[src/rtl/mips_pkg.sv]
// ---------------------------------------------------------------------------
// mips_pkg
//   Shared definitions for the 5-stage MIPS core pipeline blocks.
//   - Default datapath widths.
//   - ALU operation encodings driven onto ALUOperation.
//   - Forward-select encoding used by the operand forwarding mux.
// ---------------------------------------------------------------------------
package mips_pkg;

    localparam int DATA_WIDTH     = 32;
    localparam int REG_ADDR_WIDTH = 5;
    localparam int ALU_OP_WIDTH   = 4;
    localparam int SHAMT_WIDTH    = 5;

    localparam logic [ALU_OP_WIDTH-1:0] ALU_AND = 4'd0;
    localparam logic [ALU_OP_WIDTH-1:0] ALU_OR  = 4'd1;
    localparam logic [ALU_OP_WIDTH-1:0] ALU_NOR = 4'd2;
    localparam logic [ALU_OP_WIDTH-1:0] ALU_ADD = 4'd3;
    localparam logic [ALU_OP_WIDTH-1:0] ALU_SUB = 4'd4;
    localparam logic [ALU_OP_WIDTH-1:0] ALU_SLL = 4'd5;
    localparam logic [ALU_OP_WIDTH-1:0] ALU_SRL = 4'd6;

    // Which pipeline stage supplies an operand.
    typedef enum logic [1:0] {
        FWD_NONE  = 2'd0,
        FWD_EXMEM = 2'd1,
        FWD_MEMWB = 2'd2
    } fwd_sel_e;

endpackage

[src/rtl/forward_unit.sv]
// ---------------------------------------------------------------------------
// forward_unit
//   Combinational operand-forwarding mux for one source register.
//   The younger result (EX/MEM) wins over MEM/WB; register $0 is never
//   forwarded because it is hard-wired to zero in the register file.
// Ports
//   i_src_addr                     source register index held in EX
//   i_rf_data                      register-file data captured in ID
//   i_exmem_we/_dest/_result       EX/MEM write-back candidate
//   i_memwb_we/_dest/_result       MEM/WB write-back candidate
//   o_data                         forwarded operand value
// ---------------------------------------------------------------------------
module forward_unit
    import mips_pkg::*;
#(
    parameter int DW = DATA_WIDTH,
    parameter int AW = REG_ADDR_WIDTH
) (
    input  logic [AW-1:0] i_src_addr,
    input  logic [DW-1:0] i_rf_data,
    input  logic          i_exmem_we,
    input  logic [AW-1:0] i_exmem_dest,
    input  logic [DW-1:0] i_exmem_result,
    input  logic          i_memwb_we,
    input  logic [AW-1:0] i_memwb_dest,
    input  logic [DW-1:0] i_memwb_result,
    output logic [DW-1:0] o_data
);

    fwd_sel_e w_sel;
    logic     w_src_nz;

    assign w_src_nz = (i_src_addr != '0);

    always_comb begin
        w_sel = FWD_NONE;
        if (w_src_nz && i_exmem_we && (i_exmem_dest == i_src_addr))
            w_sel = FWD_EXMEM;
        else if (w_src_nz && i_memwb_we && (i_memwb_dest == i_src_addr))
            w_sel = FWD_MEMWB;
    end

    always_comb begin
        o_data = i_rf_data;
        case (w_sel)
            FWD_EXMEM: o_data = i_exmem_result;
            FWD_MEMWB: o_data = i_memwb_result;
            default:   o_data = i_rf_data;
        endcase
    end

endmodule

[src/rtl/id_ex_stage.sv]
// ---------------------------------------------------------------------------
// id_ex_stage
//   ID/EX pipeline register with operand forwarding and load-use detection.
//   Captures decoded operands/controls each cycle and drives the ALU inputs.
// Ports
//   clk, reset            clock, synchronous active-high reset
//   stall                 freeze every EX-side register
//   flush                 squash: load a bubble into EX
//   id_*                  decoded instruction fields from ID
//   exmem_*, memwb_*      write-back candidates for forwarding
//   load_use_stall        comb. request to hold PC and IF/ID
//   ex_valid, alu_*       EX-stage instruction and ALU operands
//   ex_store_data         forwarded rt for stores
//   ex_dest, ex_reg_write, ex_mem_read, ex_mem_write  EX controls
// ---------------------------------------------------------------------------
module id_ex_stage
    import mips_pkg::*;
#(
    parameter int DATA_WIDTH     = mips_pkg::DATA_WIDTH,
    parameter int REG_ADDR_WIDTH = mips_pkg::REG_ADDR_WIDTH,
    parameter int ALU_OP_WIDTH   = mips_pkg::ALU_OP_WIDTH
) (
    input  logic                      clk,
    input  logic                      reset,
    input  logic                      stall,
    input  logic                      flush,
    input  logic                      id_valid,
    input  logic [ALU_OP_WIDTH-1:0]   id_alu_op,
    input  logic [DATA_WIDTH-1:0]     id_rs_data,
    input  logic [DATA_WIDTH-1:0]     id_rt_data,
    input  logic [DATA_WIDTH-1:0]     id_imm,
    input  logic [SHAMT_WIDTH-1:0]    id_shamt,
    input  logic [REG_ADDR_WIDTH-1:0] id_rs_addr,
    input  logic [REG_ADDR_WIDTH-1:0] id_rt_addr,
    input  logic [REG_ADDR_WIDTH-1:0] id_rd_addr,
    input  logic                      id_alu_src,
    input  logic                      id_reg_dst,
    input  logic                      id_uses_rt,
    input  logic                      id_reg_write,
    input  logic                      id_mem_read,
    input  logic                      id_mem_write,
    input  logic                      exmem_reg_write,
    input  logic [REG_ADDR_WIDTH-1:0] exmem_dest,
    input  logic [DATA_WIDTH-1:0]     exmem_result,
    input  logic                      memwb_reg_write,
    input  logic [REG_ADDR_WIDTH-1:0] memwb_dest,
    input  logic [DATA_WIDTH-1:0]     memwb_result,
    output logic                      load_use_stall,
    output logic                      ex_valid,
    output logic [ALU_OP_WIDTH-1:0]   alu_operation,
    output logic [DATA_WIDTH-1:0]     alu_a,
    output logic [DATA_WIDTH-1:0]     alu_b,
    output logic [SHAMT_WIDTH-1:0]    alu_shamt,
    output logic [DATA_WIDTH-1:0]     ex_store_data,
    output logic [REG_ADDR_WIDTH-1:0] ex_dest,
    output logic                      ex_reg_write,
    output logic                      ex_mem_read,
    output logic                      ex_mem_write
);

    logic                      r_valid;
    logic [ALU_OP_WIDTH-1:0]   r_alu_op;
    logic [DATA_WIDTH-1:0]     r_rs_data;
    logic [DATA_WIDTH-1:0]     r_rt_data;
    logic [DATA_WIDTH-1:0]     r_imm;
    logic [SHAMT_WIDTH-1:0]    r_shamt;
    logic [REG_ADDR_WIDTH-1:0] r_rs_addr;
    logic [REG_ADDR_WIDTH-1:0] r_rt_addr;
    logic [REG_ADDR_WIDTH-1:0] r_dest;
    logic                      r_alu_src;
    logic                      r_reg_write;
    logic                      r_mem_read;
    logic                      r_mem_write;

    logic                      w_load_use;
    logic [DATA_WIDTH-1:0]     w_fwd_rs;
    logic [DATA_WIDTH-1:0]     w_fwd_rt;

    // A load in EX cannot forward its data to the very next instruction,
    // so that instruction must wait one cycle. r_mem_read is already
    // qualified by valid at capture time.
    assign w_load_use = !reset && r_valid && r_mem_read && (r_dest != '0) &&
                        ((r_dest == id_rs_addr) ||
                         (id_uses_rt && (r_dest == id_rt_addr)));

    always_ff @(posedge clk) begin
        if (reset) begin
            r_valid     <= 1'b0;
            r_alu_op    <= '0;
            r_rs_data   <= '0;
            r_rt_data   <= '0;
            r_imm       <= '0;
            r_shamt     <= '0;
            r_rs_addr   <= '0;
            r_rt_addr   <= '0;
            r_dest      <= '0;
            r_alu_src   <= 1'b0;
            r_reg_write <= 1'b0;
            r_mem_read  <= 1'b0;
            r_mem_write <= 1'b0;
        end else if (stall) begin
            // Hold everything; upstream re-presents flush/hazard next time.
        end else if (flush || w_load_use) begin
            // Bubble: only valid and side-effecting controls matter, data
            // fields are left as they are.
            r_valid     <= 1'b0;
            r_reg_write <= 1'b0;
            r_mem_read  <= 1'b0;
            r_mem_write <= 1'b0;
        end else begin
            r_valid     <= id_valid;
            r_alu_op    <= id_alu_op;
            r_rs_data   <= id_rs_data;
            r_rt_data   <= id_rt_data;
            r_imm       <= id_imm;
            r_shamt     <= id_shamt;
            r_rs_addr   <= id_rs_addr;
            r_rt_addr   <= id_rt_addr;
            r_dest      <= id_reg_dst ? id_rd_addr : id_rt_addr;
            r_alu_src   <= id_alu_src;
            r_reg_write <= id_reg_write & id_valid;
            r_mem_read  <= id_mem_read  & id_valid;
            r_mem_write <= id_mem_write & id_valid;
        end
    end

    forward_unit #(.DW(DATA_WIDTH), .AW(REG_ADDR_WIDTH)) u_fwd_rs (
        .i_src_addr     (r_rs_addr),
        .i_rf_data      (r_rs_data),
        .i_exmem_we     (exmem_reg_write),
        .i_exmem_dest   (exmem_dest),
        .i_exmem_result (exmem_result),
        .i_memwb_we     (memwb_reg_write),
        .i_memwb_dest   (memwb_dest),
        .i_memwb_result (memwb_result),
        .o_data         (w_fwd_rs)
    );

    forward_unit #(.DW(DATA_WIDTH), .AW(REG_ADDR_WIDTH)) u_fwd_rt (
        .i_src_addr     (r_rt_addr),
        .i_rf_data      (r_rt_data),
        .i_exmem_we     (exmem_reg_write),
        .i_exmem_dest   (exmem_dest),
        .i_exmem_result (exmem_result),
        .i_memwb_we     (memwb_reg_write),
        .i_memwb_dest   (memwb_dest),
        .i_memwb_result (memwb_result),
        .o_data         (w_fwd_rt)
    );

    assign load_use_stall = w_load_use;
    assign ex_valid       = r_valid;
    assign alu_operation  = r_alu_op;
    assign alu_a          = w_fwd_rs;
    assign alu_b          = r_alu_src ? r_imm : w_fwd_rt;
    assign alu_shamt      = r_shamt;
    assign ex_store_data  = w_fwd_rt;
    assign ex_dest        = r_dest;
    assign ex_reg_write   = r_reg_write;
    assign ex_mem_read    = r_mem_read;
    assign ex_mem_write   = r_mem_write;

endmodule

[config.mk]
export PLATFORM = sky130hd
export DESIGN_NAME = id_ex_stage
export DESIGN_NICKNAME = d
export VERILOG_FILES = /design/src/rtl/mips_pkg.sv /design/src/rtl/forward_unit.sv /design/src/rtl/id_ex_stage.sv
export SDC_FILE = /design/constraint.sdc
export NUM_CORES = 1
export LEC_CHECK = 0
export BUFFER_PORTS_ARGS = -buffer_cell sky130_fd_sc_hd__buf_2
export CAP_MARGIN = 20
export CORE_MARGIN = 10
export CORE_UTILIZATION = 40
export CTS_CLUSTER_SIZE = 12
export DETAILED_ROUTE_END_ITERATION = 12
export GPL_TIMING_DRIVEN = 0
export MAX_ROUTING_LAYER = met4
export PLACE_DENSITY = 0.63
export SLEW_MARGIN = 20
export SYNTH_ARGS = -nofsm -noshare
export SYNTH_HDL_FRONTEND = slang
export SYNTH_SLANG_ARGS = --single-unit
[constraint.sdc]
create_clock -name clk -period 2.3 [get_ports clk]
set_input_delay 0.115 -clock clk [delete_from_list [all_inputs] [get_ports clk]]
set_output_delay 0.115 -clock clk [all_outputs]
set_load 0.005 [all_outputs]
After elaboration in Yosys (flattened, before gate mapping)

Cells that the tools add are included.

Bits in registers: 125
Input bits: 207
Logic and storage cells: 60

Equal/unequal tests: 10
Mux-type cells: 12
Bitwise gates (word level): 5
Reduce and logical (&&, ||, !) cells: 20

Operators by type and width:

| operator                                                        | number |
|---|---|
| 32-bit case mux with 2 select lines                             | 2 |
| 32-bit 2-to-1 mux                                               | 1 |
| 5-bit == test                                                   | 6 |
| 5-bit nonzero test                                              | 3 |
| 1-bit logical AND                                               | 13 |
| 2-bit 2-to-1 mux                                                | 4 |
| 5-bit 2-to-1 mux                                                | 1 |
| 2-bit by 1-bit == test with 1-bit output, second input constant | 2 |
| 2-bit == test, second input constant                            | 2 |
| 1-bit 2-to-1 mux                                                | 4 |
| 1-bit bitwise AND                                               | 3 |
| 1-bit logical OR                                                | 2 |
| 1-bit NOT                                                       | 2 |
| 2-bit AND reduction                                             | 1 |
| 1-bit zero test                                                 | 1 |

Longest topological paths before layout

Depth after elaboration: 8
Depth in mapped cells: 8
Mapped depth without buffers: 5

Modules after synthesis

A second synthesis with hierarchy kept.

Cell total of the unflattened synthesis: 1235
Area, all modules: 9872.0 um^2

Modules (own cells, without submodules):

| module       | instances | cells each | area an instance (um^2) | seq. area each (um^2) |
|---|---|---|---|---|
| id_ex_stage  | 1         | 897        | 7975.1                  | 2502.4 |
| forward_unit | 2         | 169        | 948.4                   | 0.0 |

Least setup slack after synthesis

Ideal clock, no wire load.

Path type: register to output
From: register r_rt_addr[0]
To: output alu_b[0]
Arrival time: 1.862 ns
Data required time: 2.185 ns
Path slack: 0.323 ns
Cell stages (with the launch flop): 8
Path through: dfxtp_1 > or4_4 > o211ai_2 > or2_1 > buf_2 > buf_4 > a31oi_1 > mux2_2

Longest elaborated chain between the ends: 8
Elaborated cells on any way between the ends: 13
Classes of those cells: eq/ne (4); mux (4); reduce/logical (5)

RTL lines:

| what                                                                             | line               | text |
|---|---|---|
| from (decl)                                                                      | id_ex_stage.sv:68  | `logic [REG_ADDR_WIDTH-1:0] r_rt_addr;` |
| from (signal assigned)                                                           | id_ex_stage.sv:118 | `r_rt_addr <= id_rt_addr;` |
| 5-bit nonzero test                                                               | forward_unit.sv:33 | `assign w_src_nz = (i_src_addr != '0);` |
| 1-bit logical AND (2 in series)                                                  | forward_unit.sv:39 | `else if (w_src_nz && i_memwb_we && (i_memwb_dest == i_src_addr))` |
| 2-bit 2-to-1 mux                                                                 | forward_unit.sv:39 |  |
| 2-bit 2-to-1 mux *                                                               | forward_unit.sv:37 | `if (w_src_nz && i_exmem_we && (i_exmem_dest == i_src_addr))` |
| 2-bit == test / 2-bit by 1-bit == test with 1-bit output (equally long branches) | forward_unit.sv:45 | `case (w_sel)` |
| 32-bit case mux with 2 select lines *                                            | forward_unit.sv:45 |  |
| net ex_store_data[0]                                                             | id_ex_stage.sv:54  | `output logic [DATA_WIDTH-1:0] ex_store_data,` |
| 32-bit 2-to-1 mux *                                                              | id_ex_stage.sv:155 | `assign alu_b = r_alu_src ? r_imm : w_fwd_rt;` |
| to (decl)                                                                        | id_ex_stage.sv:52  | `output logic [DATA_WIDTH-1:0] alu_b,` |

Mark *: on every way through the listed nets, which the timed path passes. The rest lies on a longest branch.

Worst setup path after layout

From: register r_rt_addr[1]
To: output alu_b[16]

Longest elaborated chain between the ends: 8
Elaborated cells on any way between the ends: 13
Classes of those cells: eq/ne (4); mux (4); reduce/logical (5)

RTL lines:

| what                                                                             | line |
|---|---|
| 5-bit nonzero test                                                               | forward_unit.sv:33 |
| 1-bit logical AND (2 in series)                                                  | forward_unit.sv:39 |
| 2-bit 2-to-1 mux                                                                 | forward_unit.sv:39 |
| 2-bit 2-to-1 mux *                                                               | forward_unit.sv:37 |
| 2-bit == test / 2-bit by 1-bit == test with 1-bit output (equally long branches) | forward_unit.sv:45 |
| 32-bit case mux with 2 select lines *                                            | forward_unit.sv:45 |
| 32-bit 2-to-1 mux *                                                              | id_ex_stage.sv:155 |

Mark *: on every way between the ends. The rest lies on a longest branch, timed or not.

==> impl_metrics.tcl <==
set metrics [dict create \
    slew_violations 0 \
    netlist_area_um2 9740 \
    grt_pass1_vias 11600 \
    die_x_um 176 \
    synthTopCellsByArea "dfxtp_1, mux2i_1, a32oi_1, nor3b_1, and3_1" \
    cp-end-kind "primary output" \
    met2_usage_pct 47.6 \
    avgSynthCellArea_um2 8.13 \
    grt_pass1_wl_um 71500 \
    critPathMaxStageDelay_ps 590 \
    num_vias 11900 \
    whs_path_depth 4 \
    routed_via_density 6.16 \
    insertion_delay_ps 430 \
    hold_class "input port to flop" \
    grt_max_degree 17 \
    place_hpwl_um 36700 \
    dr.first_iter.drc_count 1228 \
    max_slew_margin_pct 28.9 \
    fin_crit_ps 2780 \
    period_share_pct 121 \
    clkTransAtPathRegs_ps 60 \
    cts_tree "done" \
    gp_congestion 0.990 \
    antenna_found_initial 2 \
    synth_cell_types 36 \
    status "finished, violations left" \
    path_class "flop to primary output" \
    rows 57 \
    ir_drop_uv 577 \
    synthCells 1198 \
    fin_worst_skew_ps 8.43 \
    yosysMostFrequentCell "nand2_1" \
    met3_usage_pct 5.64 \
    ff2ff_path_depth 6 \
    io_pins 322 \
    grt_use_total_pct 30.4 \
    crit_chain "or4_4, o211ai_4, or2_4, buf_12, clkbuf_16, a31oi_4, mux2_4, buf_6" \
    start_kind "flop" \
    synth-seq-cells 125 \
    synthTopCellsByCount "nand2_1, mux2i_1, dfxtp_1, clkbuf_1" \
    power.leakage_nw 6.11 \
    clockBufferDepth 2 \
    netlist.area_leader.share_pct 25.7 \
    max_freq_mhz 360 \
    yosysSeqAreaShare_pct 25.7 \
    totalWireLength_um 49200 \
    drive_gt1_share_pct 38.8 \
    worst_pin_slew_ps 1070 \
    synth-edff-count 0 \
    fin_ws_ps -477 \
    synth_flop_cell "dfxtp_1" \
    area_growth_pct 47.8 \
    cts-root-buf "clkbuf_16" \
    power_density_nw_per_um2 544 \
    final-setup-viol-count 100 \
    critPathMaxFanout 7 \
    clkSinkCount 125 \
    cts_max_level 4 \
    grt_remaining_overflow 0 \
    avgRoutedWirePerCell_um 25.5 \
    antenna_left 0 \
    yosys_warnings 0 \
    drv_cap 0 \
    async_flop_share_pct 0 \
    hold_viol 0 \
    start_util_pct 40.4 \
    die_height_um 176 \
    drc 0 \
    grt-busiest-layer "met2" \
    syn-num-nets 1405 \
    violations "negative setup slack" \
    grt_util_met1_pct 37.4 \
    firstDrtPassIters 5 \
    numCtsBuffers 17 \
    rsz0062_at_grt "true" \
    critPathArrivalTime_ps 2660 \
    hold_ws_ps 124 \
    cp.required_ps 2180 \
    cpMaxStageDelayCell "or4_4" \
    design.core.area_um2 24100 \
    die-area_um2 31000 \
    fin_setup_tns_ps -28660 \
    finish.net_count 1796 \
    io_buffer_count 320 \
    yosys.area.top_type "dfxtp_1" \
]
report_power, final:
| group | leakage, nW | total (W) | internal [W] | switching, W |
|---|---|---|---|---|
| logic | 4.78 | 0.00233 | 0.00105 | 0.00128 |
| registers | 1.04 | 0.00257 | 0.00236 | 0.000208 |
| clock network | 0.291 | 0.00294 | 0.00180 | 0.00114 |
| total | 6.11 | 0.00784 | 0.00521 | 0.00263 |
cell usage in the layout, fill, tap and decap left out, types with 15 or more instances in the layout:
cell and n:
buf_2 317, nand2_1 142, mux2i_1 135, nor3b_1 116, and3_1 116, a32oi_1 116, dfxtp_1 112, clkbuf_1 88
buf_4 42, nand4_1 37, nor3_1 32, buf_6 29, a31oi_4 28, xnor2_1 25, clkbuf_16 25, mux2_4 20
o31ai_2 18, o21ai_1 17, mux2_2 17, clkbuf_2 15
sequential cells by signal, indices dropped and copies added, names as in the netlist:
register       count
alu_shamt          5
alu_operation      4
ex_dest            5
r_rt_addr          5
ex_mem_read        1
r_alu_src          1
ex_reg_write       1
r_rs_data         32
r_rs_addr          5
ex_mem_write       1
r_rt_data         32
r_imm             32
ex_valid           1
repair_timing:
action | CTS | global route
pin swaps | 23 | 29
gates cloned | 8 | 2
hold buffers | 3 | 0
setup endpoints to repair | 222 | 200
setup buffers | 27 | 18
hold endpoints to repair | 3 | 0
resized for setup | 247 | 117
kinds of logic after synthesis:
logic type | share of synthesized area [%]
AOI/OAI and AO/OA | 18.2
buffers and inverters | 6.47
and+or+nand+nor | 27.4
muxes | 19.5
xor gates and xnor gates | 2.70
DFF | 25.7
layout make-up:
| class | count | area (um2) |
|---|---|---|
| Multi-Input combinational cell | 916 | 7600 |
| Inverter | 7 | 26.3 |
| Fill cell | 2225 | 9710 |
| Buffer | 144 | 876 |
| Sequential cell | 125 | 2530 |
| Antenna cell | 2 | 5.00 |
| Timing Repair Buffer | 378 | 2320 |
| Tap cell | 324 | 405 |
| Clock buffer | 20 | 467 |
| Clock inverter | 12 | 159 |
worst paths after layout:
kind / from / slack [ps] / endpoint
min reg2reg: ex_valid / 490 / ex_valid
max: r_rt_addr[1] / -480 / alu_b[16]
min: id_valid / 120 / ex_valid
max reg2reg: ex_dest[4] / -30 / r_rt_data[10]
worst max-delay path: cells and delay by family, from the launching register on:
kind,cells,cell delay [ps]
simple gates,2,760
mux,1,310
compound gates,2,360
buf+inv,3,440
flops,1,360
layer usage:
| metal | vias up | wire [um] | share of wire [%] |
|---|---|---|---|
| li1 | 5372 | - | - |
| met1 | 5751 | 20700 | 42 |
| met2 | 637 | 23000 | 47 |
| met3 | 114 | 3600 | 7.3 |
| met4 | 0 | 1960 | 4.0 |
| met5 | - | 0 | 0 |
stage by stage:
| stage | instances | worst slack, ps | total power [W] | cell area, um2 | utilization (%) |
|---|---|---|---|---|---|
| after floorplan | 1198 | 323 | 0.00348 | 9740 | - |
| after global placement | 1842 | -781 | 0.00436 | 11700 | 48.7 |
| after detailed placement | 1843 | -765 | 0.00437 | 11800 | 48.8 |
| after CTS | 1910 | -482 | 0.00757 | 13800 | 57.0 |
| after global routing | 1928 | -540 | 0.00809 | 14400 | 59.7 |
| final | 1928 | -477 | 0.00784 | 14400 | 59.7 |
No activity file was read; power rests on OpenSTA's default activity.
